### src/rtl/nanorv32_gpio.sv
// NanoRV32 GPIO peripheral: zero-wait-state register file, output/enable pins,
// synchronized inputs with per-pin edge-selectable sticky interrupt status.

module nanorv32_gpio_pin (
  input  logic clk_in,
  input  logic rst_n,
  input  logic pin,
  input  logic edge_sel,
  input  logic sts_clr,
  output logic data_in,
  output logic sts
);
  logic sync1, sync2, prev, ev;

  assign data_in = sync2;
  // Only sync2-vs-prev transitions count, so rewriting edge_sel never fires.
  assign ev = edge_sel ? (sync2 & ~prev) : (~sync2 & prev);

  always_ff @(posedge clk_in or negedge rst_n) begin
    if (!rst_n) begin
      sync1 <= 1'b0;
      sync2 <= 1'b0;
      prev  <= 1'b0;
      sts   <= 1'b0;
    end else begin
      sync1 <= pin;
      sync2 <= sync1;
      prev  <= sync2;
      sts   <= ev | (sts & ~sts_clr);
    end
  end
endmodule

module nanorv32_gpio #(
  parameter int GPIO_WIDTH               = 16,
  parameter int NANORV32_PERIPH_ADDR_MSB = 11,
  parameter int NANORV32_DATA_MSB        = 31
) (
  input  logic                              clk_in,
  input  logic                              rst_n,
  input  logic [NANORV32_PERIPH_ADDR_MSB:0] bus_gpio_addr,
  input  logic [3:0]                        bus_gpio_bytesel,
  input  logic [NANORV32_DATA_MSB:0]        bus_gpio_din,
  input  logic                              bus_gpio_en,
  output logic [NANORV32_DATA_MSB:0]        gpio_bus_dout,
  output logic                              gpio_bus_ready_nxt,
  input  logic [GPIO_WIDTH-1:0]             gpio_in,
  output logic [GPIO_WIDTH-1:0]             gpio_out,
  output logic [GPIO_WIDTH-1:0]             gpio_oe,
  output logic                              gpio_irq
);
  localparam logic [2:0] R_DOUT = 3'd0, R_OE = 3'd1, R_DIN = 3'd2, R_IEN = 3'd3,
                         R_ISTS = 3'd4, R_IEDG = 3'd5, R_SET = 3'd6, R_CLR = 3'd7;

  logic [GPIO_WIDTH-1:0] data_out, oe, irq_en, irq_edge, data_in, irq_sts, sts_clr;
  logic [GPIO_WIDTH-1:0] wmask, wdat;
  logic [2:0]            sel;
  logic                  addr_ok, wr, rd;
  logic [31:0]           rd_val;
  logic                  sink_unused;

  // Bits beyond GPIO_WIDTH on din/bytesel are legitimately ignored.
  assign sink_unused = ^{bus_gpio_din, bus_gpio_bytesel};

  assign sel     = bus_gpio_addr[4:2];
  assign addr_ok = (bus_gpio_addr[1:0] == 2'b00) &&
                   (bus_gpio_addr[NANORV32_PERIPH_ADDR_MSB:5] == '0);
  assign wr      = bus_gpio_en && (bus_gpio_bytesel != 4'b0000) && addr_ok;
  assign rd      = bus_gpio_en && (bus_gpio_bytesel == 4'b0000) && addr_ok;

  always_comb begin
    wmask = '0;
    for (int i = 0; i < GPIO_WIDTH; i++) wmask[i] = bus_gpio_bytesel[i/8];
  end
  assign wdat    = bus_gpio_din[GPIO_WIDTH-1:0] & wmask;
  assign sts_clr = (wr && sel == R_ISTS) ? wdat : '0;

  always_ff @(posedge clk_in or negedge rst_n) begin
    if (!rst_n) begin
      data_out <= '0;
      oe       <= '0;
      irq_en   <= '0;
      irq_edge <= '0;
    end else if (wr) begin
      case (sel)
        R_DOUT:  data_out <= (data_out & ~wmask) | wdat;
        R_OE:    oe       <= (oe & ~wmask) | wdat;
        R_IEN:   irq_en   <= (irq_en & ~wmask) | wdat;
        R_IEDG:  irq_edge <= (irq_edge & ~wmask) | wdat;
        R_SET:   data_out <= data_out | wdat;
        R_CLR:   data_out <= data_out & ~wdat;
        default: ;
      endcase
    end
  end

  nanorv32_gpio_pin u_pin [GPIO_WIDTH-1:0] (
    .clk_in   (clk_in),
    .rst_n    (rst_n),
    .pin      (gpio_in),
    .edge_sel (irq_edge),
    .sts_clr  (sts_clr),
    .data_in  (data_in),
    .sts      (irq_sts)
  );

  always_comb begin
    rd_val = '0;
    case (sel)
      R_DOUT:  rd_val[GPIO_WIDTH-1:0] = data_out;
      R_OE:    rd_val[GPIO_WIDTH-1:0] = oe;
      R_DIN:   rd_val[GPIO_WIDTH-1:0] = data_in;
      R_IEN:   rd_val[GPIO_WIDTH-1:0] = irq_en;
      R_ISTS:  rd_val[GPIO_WIDTH-1:0] = irq_sts;
      R_IEDG:  rd_val[GPIO_WIDTH-1:0] = irq_edge;
      default: rd_val = '0;
    endcase
  end

  assign gpio_bus_dout      = rd ? rd_val : '0;
  assign gpio_bus_ready_nxt = 1'b1;
  assign gpio_out           = data_out;
  assign gpio_oe            = oe;
  assign gpio_irq           = |(irq_sts & irq_en);
endmodule
### config.mk
export PLATFORM = sky130hd
export DESIGN_NAME = nanorv32_gpio
export DESIGN_NICKNAME = d
export VERILOG_FILES = /design/src/rtl/nanorv32_gpio.sv
export SDC_FILE = /design/constraint.sdc
export NUM_CORES = 1
export LEC_CHECK = 0
export BUFFER_PORTS_ARGS = -buffer_cell sky130_fd_sc_hd__buf_4
export CAP_MARGIN = 20
export CORE_UTILIZATION = 58
export CTS_CLUSTER_SIZE = 25
export DETAILED_ROUTE_END_ITERATION = 10
export PLACE_DENSITY = 0.85
export SYNTH_ARGS = -nofsm -noshare
export SYNTH_HDL_FRONTEND = slang
export SYNTH_SLANG_ARGS = --single-unit
### constraint.sdc
create_clock -name clk_in -period 3.26 [get_ports clk_in]
set_input_delay 0.163 -clock clk_in [delete_from_list [all_inputs] [get_ports clk_in]]
set_output_delay 0.163 -clock clk_in [all_outputs]
set_load 0.005 [all_outputs]
After elaboration in Yosys (flattened, before gate mapping)
Index checks and enable logic that the tools add are counted.

word-level totals
  bits in registers = 128
  logic and storage cells = 238
  input port bits = 67

operators by class
  bitwise logic cells = 126
  eq/ne operators = 7
  reduce and logical (&&, ||, !) cells = 17
  multiplexer cells = 20

operator list
  operator                                             count
  AND 16 bit                                           7
  case mux 16 bit (6 select lines)                     1
  bitwise OR 16 bit                                    5
  AND 1 bit                                            48
  inverter 1 bit                                       48
  case mux 16 bit (3 select lines)                     1
  2-to-1 mux 16 bit                                    2
  inverter 16 bit                                      2
  2-to-1 mux 1 bit                                     16
  bitwise OR 1 bit                                     16
  OR reduction 16 bit                                  1
  equality test 3 bit, second input constant           4
  AND reduction 2 bit                                  4
  zero test 7 bit                                      1
  equality test 3 x 2 -> 1 bit, second input constant  2
  logical AND 1 bit                                    6
  zero test 4 bit                                      1
  nonzero test 4 bit                                   1
  equality test 3 x 1 -> 1 bit, second input constant  1
  zero test 3 bit                                      1
  nonzero test 3 bit                                   1
  zero test 2 bit                                      1

Depth between registers and ports, before layout
Gate-level depths: netlist (run 1).

  depth after elaboration = 8
  mapped depth = 7
  depth with buffers taken out = 4

Hierarchy
From an unflattened synthesis (run 1), not the netlist that was laid out.

second synthesis, totals
  cells, all modules = 478
  area, all modules = 6049.6 µm²

by module, submodules not included
  module             cells an instance  times used  area an instance (µm²)
  nanorv32_gpio      350                1           3927.5
  nanorv32_gpio_pin  8                  16          132.6

Least setup slack after synthesis (run 1)
No wires, ideal clock.

  path kind = input -> output
  from = input port bus_gpio_addr[2]
  to = output port gpio_bus_dout[0]
  setup slack = 1.709 ns
  stages on the path = 7
  arrival = 1.388 ns
  data required time = 3.097 ns
  cell sequence = buf_2 buf_4 buf_2 mux2i_1 o22ai_1 a221oi_1 nor2_1

on the way
  cells in the longest elaborated chain, start to end = 3

ends and longest elaborated chain
  item                                         line  text
  from (decl)                                  41    input logic [NANORV32_PERIPH_ADDR_MSB:0] bus_gpio_addr,
  equality test 3 bit (tied with other cells)  109   case (sel)
  case mux 16 bit (6 select lines) *           109
  2-to-1 mux 16 bit *                          120   assign gpio_bus_dout = rd ? rd_val : '0;
  to (decl)                                    45    output logic [NANORV32_DATA_MSB:0] gpio_bus_dout,

Every way passes the cells marked *; elsewhere a longest branch is shown, timed or not.

==> impl_metrics.ini, run 1 <==
[placement]
placed_cell_area_um2 = 6740
dpl_worst_slack_ns = 1.05
io_buffers = 99
place_congestion = 0.864
dp_hpwl_mm = 10.7
dp.cells = 737

[floorplanning]
rows = 36
die_h_um = 103
ios = 133
die-width_um = 103
fp.coreArea_um2 = 9860
start_util_pct = 60.2
die_area_um2 = 10700

[routing]
vias = 4933
wl_mm = 16.4
drtIter0Drc = 527
viasPerCell = 6.15
antenna_left = 0
drtPass1Iterations = 5
dr_wl_met2_mm = 8.18
detail_route.wl_per_cell_um = 20.4
wl_met3_mm = 1.39
top_layer = met4
drcViolationCount = 0
wl_met1_mm = 6.14

[finish]
fill_cells = 619
drive_gt1_share_pct = 30.6
stdcell_area_um2 = 7620
seqCellArea_um2 = 3200
fin_util_pct = 77.3
antenna_cells = 0
final_cells = 802
fin_nets = 723
multi_input_area_um2 = 2520
area_growth_syn_to_layout_pct = 28.3

[sta]
setup_viol = 0
rsz0062_at_grt = false
worst_slack_ns = 1.11
fmax_mhz = 464
fin_tns_setup_ns = 0
slew_viol_final = 0
hold_viol = 0
finalHoldWorstSlack_ns = 0.236
min_period_ns = 2.15
finClkSkew_ns = 0.00284
worst_slew_pin_slew_ns = 0.728
slew-limit-headroom_pct = 51.4
fin_crit_sh_pct = 66.1

[yosys]
synth-compound-area-share_pct = 13.2
synth_fa_ha_area_share_pct = 0
yosysSeqAreaShare_pct = 53.9
synthFlopType = dfrtp_1
synth_cell_types = 39
syn_area_per_cell_um2 = 11.4
async_flop_share_pct = 100
synth_area_um2 = 5940
synth-simple-area-share_pct = 12.8
synth_edf_count = 0
synthMuxAreaShare_pct = 15.4
synthXorXnorAreaFrac_pct = 0
yosys_warnings = 0
synth_top_family_by_area = multiplexers
syn_inst = 522
ys_ff_latch = 128

[grt]
antenna_found_initial = 0
grt_max_degree = 59
first_global_vias = 4995
grt_use_total_pct = 33.4
grt_first_pass_wirelength_mm = 25.6
grt_overflow = 0

[clock_network]
postCtsSetupBuffers = 0
clkLatencyLatePin_ns = 0.52
cts-root-buf = clkbuf_8
clk_path_buf_depth = 2
cts_resized = 0
ctsHoldBuffers = 33
cts-htree-levels = 4
numCtsBuffers = 17
cts.sink_count = 128
clkTransAtPathRegs_ns = 0.05
cts_tree = yes

[critical_path]
crit_path_end_kind = primary output
arrival_ns = 1.99
crit_type = reg -> out
critPathMaxFanout = 3
rrSetupSlack_ns = 2.31
required_ns = 3.10
cp-start-kind = flip-flop

[pwr]
p_leak_nw = 3.57
power_mw = 3.70
power_density_nw_per_um2 = 485
irDropWorstVdd_mv = 0.374

[run]
drv_cap = 0

[min_path]
holdCritPathClass = in -> async

[status]
status = finished clean
## logic make-up (layout without fill, tap and decap cells)
kind of cell	Yosys count	in the layout
AO/OA/AOI/OAI	119	119
buffers and inverters	47	179
flip-flops	128	128
multiplexers	80	80
other	2	17
AND/OR/NAND/NOR	146	146
## routing by layer
layer	global-route usage (%)	up-vias
li1	-	2138
met1	40.7	2415
met2	53.8	310
met3	8.94	70
met4	19.7	0
met5	0	-
## report_power, final
group | leakage [nW] | internal (mW) | switching, mW
combinational | 1.70 | 0.117 | 0.156
sequential | 1.59 | 1.62 | 0.0225
clock | 0.277 | 1.14 | 0.634
total | 3.57 | 2.88 | 0.812
## worst max-delay path, cell delays in order, from the launching register on
cell and delay (ns):
dfrtp_1 0.40, a22o_1 0.23, a221oi_1 0.42, nand4_1 0.23
buf_4 0.19
## Yosys cell counts (2+ instances only)
| master | instances | share of area, % |
|---|---|---|
| dfrtp_1 | 128 | 54 |
| mux2_2 | 51 | 9.7 |
| nand2_1 | 47 | 3.0 |
| nor2_1 | 45 | 2.8 |
| o21ai_0 | 32 | 2.7 |
| mux2i_1 | 24 | 4.0 |
| buf_4 | 22 | 2.8 |
| nand4_1 | 22 | 2.3 |
| a21oi_1 | 19 | 1.6 |
| a21o_1 | 16 | 2.0 |
| a31oi_1 | 14 | 1.5 |
| buf_2 | 12 | 1.0 |
| a221oi_1 | 10 | 1.5 |
| clkbuf_1 | 10 | 0.63 |
| and2_1 | 6 | 0.63 |
| and3_1 | 5 | 0.53 |
| nand3_1 | 5 | 0.42 |
| nor3_4 | 5 | 1.4 |
| o21a_1 | 5 | 0.63 |
| o221a_2 | 5 | 0.95 |
| o22ai_1 | 5 | 0.53 |
| a22o_1 | 4 | 0.59 |
| a22oi_1 | 4 | 0.51 |
| mux4_2 | 4 | 1.5 |
| inv_1 | 3 | 0.19 |
| nor2b_1 | 3 | 0.32 |
| conb_1 | 2 | 0.13 |
| nand2b_1 | 2 | 0.21 |
| o22a_1 | 2 | 0.29 |
## cell type report
cell class	instances	area share [%]
tap	133	2.18
clock inverter	6	1.05
inverter	3	0.148
multi-input combinational	362	33.1
clock buffer	26	6.27
timing repair buffer	144	15.3
sequential	128	42.0
## layout by cell type (no fill, tap or decap), types with 2 or more instances in the layout
master           n
a21o_1          16
a21oi_1         19
a221oi_1        10
a22o_1           4
a22oi_1          4
a31oi_1         14
and2_1           6
and3_1           5
buf_4          111
bufinv_16        2
clkbuf_1         6
clkbuf_16       16
clkbuf_8         4
clkinv_2         4
conb_1          17
dfrtp_1        128
dlygate4sd3_1   33
inv_1            3
mux2_2          51
mux2i_1         24
mux4_2           4
nand2_1         47
nand2b_1         2
nand3_1          5
nand4_1         22
nor2_1          45
nor2b_1          3
nor3_4           5
o21a_1           5
o21ai_0         32
o221a_2          5
o22a_1           2
o22ai_1          5
## final timing paths
| kind | to | from | depth (start not counted) |
|---|---|---|---|
| worst max-delay path | gpio_irq | flip-flop | 4 |
| worst min-delay path | u_pin[13].data_in | rst_n | 2 |
| worst max register to register | u_pin[5].sts | u_pin[5].data_in | 4 |
| worst min register to register | u_pin[13].data_in | u_pin[13].sync1 | 0 |
| max in group asynchronous | async pin | rst_n | 3 |
| min in group clk_in | gpio_out[2] | bus_gpio_bytesel[0] | 4 |
Power figures use the tool's default switching activity.
==> run 2, diff against run 1 <==
- ABC_AREA: unset -> 1
- CORE_UTILIZATION: 58 -> 55
- PLACE_DENSITY: 0.85 -> 0.8
- clock period: 3.26 -> 2.2 ns (I/O delays scaled with it)
==> run 2 against run 1 <==
The flow now finishes with violations (design-rule violations); critical path depth rose by 3; area after synthesis grew 11%; via count up 34%; sequential power up 47%; design area increased by 9.6%; routed wire length increased by 11%; final cell count grew 47%; clock-buffer cell count shrank 5; total power rose by 52%; clock power grew 53%; global-route usage fell by 2.6 points; clock skew increased by 0.0053 ns.
==> impl_metrics.ini, run 2 <==
[critical_path]
critPathMaxFanout = 23
rrSetupSlack_ns = 1.10
required_ns = 2.09
cp-start-kind = input pin
crit_chain = buf_4 -> nand2_1 -> inv_1 -> nor3_1 -> nand2_1 -> a21oi_1 -> buf_4
crit_path_end_kind = primary output
arrival_ns = 1.64
cpMaxStageDelayCell = nand2_1
rr_startpoint = gpio_out[9]
critPathMaxStageDelay_ns = 0.39
r2r_end = gpio_out[9]
rr_worst_depth = 8
crit_type = in -> out

[pwr]
comb_power_share_pct = 8.2
p_leak_nw = 4.23
power_frac_clock_pct = 48.5
p_switching_mw = 1.33
power_density_nw_per_um2 = 672
irDropWorstVdd_mv = 0.642
p_int_mw = 4.29
pwr-share-seq_pct = 43.3
power_mw = 5.62
switching_share_pct = 23.7

[yosys]
ys_ff_latch = 128
async_flop_share_pct = 100
yosys_warnings = 0
yosysSeqAreaShare_pct = 48.4
syn_area_per_cell_um2 = 7.39
synth.most_common_cell = nand2_1
syn_inst = 896
synth.area.top_cells = dfrtp_1 (48%), nand2_1 (18%), nand4_1 (8.4%)
synth_top_area_share_pct = 48.4
synth_cell_types = 24
synth_area_um2 = 6620
synth_edf_count = 0
synth_commonest_cells = nand2_1 (326), dfrtp_1 (128), inv_1 (104)
synth_top_cell_by_area = dfrtp_1
synthFlopType = dfrtp_1

[grt]
grt_first_pass_wirelength_mm = 29.9
first_global_vias = 6056
antenna_found_initial = 1
grt_use_total_pct = 30.8
grt_max_degree = 49
grt_overflow = 0

[routing]
vias = 6603
dr_wl_met2_mm = 8.20
wl_mm = 18.2
drtPass1Iterations = 8
drtIter0Drc = 844
wl_met1_mm = 7.61
detail_route.wl_per_cell_um = 15.5
antenna_left = 0
wl_met3_mm = 1.87
viasPerCell = 5.61
top_layer = met4
drcViolationCount = 8

[finish]
area_growth_syn_to_layout_pct = 26.3
fin_util_pct = 72.3
fin_nets = 1088
layout_common_cells = nand2_1 (326), dfrtp_1 (128), buf_4 (117)
fill_cells = 948
drive_gt1_share_pct = 15.1
final_cells = 1177
layout_commonest_cell = nand2_1

[status]
violations = design-rule violations
status = complete, but fails checks

[sta]
min_period_ns = 1.75
fin_crit_sh_pct = 79.6
hold_viol = 0
slew_viol_final = 0
setup_viol = 0
fmax_mhz = 571
fin_tns_setup_ns = 0
worst_slack_ns = 0.448
slew-limit-headroom_pct = 58.6
rsz0062_at_grt = false
finClkSkew_ns = 0.00819
worst_slew_pin_slew_ns = 0.622

[floorplanning]
ios = 133
die-width_um = 112
die_h_um = 112
start_util_pct = 57.2
fp.coreArea_um2 = 11600
rows = 39
die_area_um2 = 12500

[placement]
dp.cells = 1112
io_buffers = 99
place_congestion = 0.864
dp_hpwl_mm = 11.9
dpl_worst_slack_ns = 0.460

[clock_network]
cts-root-buf = clkbuf_16
cts_tree = yes
cts_resized = 0
cts-htree-levels = 4
cts.sink_count = 128
numCtsBuffers = 17
clkTransAtPathRegs_ns = 0.06
clkLatencyLatePin_ns = 0.42
clk_path_buf_depth = 2

[min_path]
holdCritPathClass = in -> async

[run]
drv_cap = 0
==> run 2: cell type report <==
cell class	count	area, um^2	share of cell area, %
Clock inverter	10	113	1.35
Multi-Input combinational cell	616	2760	33.0
Timing Repair Buffer	152	1250	14.9
Inverter	106	398	4.76
Clock buffer	21	460	5.51
Tap cell	143	179	2.14
Antenna cell	1	2.50	0.0299
Sequential cell	128	3200	38.3
==> run 2: metal layers <==
metal	track usage, %	up-vias
met5	0	-
li1	-	3112
met4	13.8	0
met3	6.86	50
met2	47.0	402
met1	42.2	3039
==> run 2: logic make-up after synthesis <==
kind of cell / synth area share (%)
buffers and inverters: 10.9
AND/OR/NAND/NOR: 34.2
flip-flops: 48.4
other: 0.113
AO/OA/AOI/OAI: 6.39
==> run 2: power groups by stage <==
stage | clock network [mW] | logic [mW] | registers, mW
global placement | 0 | 0.397 | 2.47
finish | 2.73 | 0.459 | 2.43
detailed placement | 0 | 0.401 | 2.47
floorplan | 0 | 0.211 | 2.47
CTS | 2.75 | 0.451 | 2.43
global route | 2.86 | 0.505 | 2.44
==> run 2: worst max-delay path by stage <==
stage	cells after the start	slack [ns]	startpoint	endpoint
2_1_floorplan	9	0.96	bus_gpio_bytesel[0]	gpio_out[10]
3_3_place_gp	8	0.50	bus_gpio_addr[8]	flip-flop
3_5_place_dp	8	0.46	bus_gpio_bytesel[0]	flip-flop
4_1_cts	7	0.50	bus_gpio_addr[3]	gpio_bus_dout[4]
5_1_grt	9	0.36	bus_gpio_addr[3]	gpio_bus_dout[3]
6_report	7	0.45	bus_gpio_addr[3]	gpio_bus_dout[4]
==> run 2: worst max-delay path, delay by kind of cell <==
family | cells | cell delay (ns)
simple gates | 3 | 0.75
buf+inv | 3 | 0.41
compound gates | 1 | 0.36
==> run 2: metrics by stage <==
step	hold slack, ns	instance area (um^2)
floorplan	-0.186	6680
global placement	0.158	7450
detailed placement	0.163	7450
CTS	0.244	8360
global route	0.283	8360
finish	0.239	8360
==> run 2: repair_timing <==
action                                  4_1_cts  5_1_grt
setup buffers                                 0        0
hold buffers                                 33        0
hold endpoints to repair                     92        0
endpoints found under the setup margin        0        0
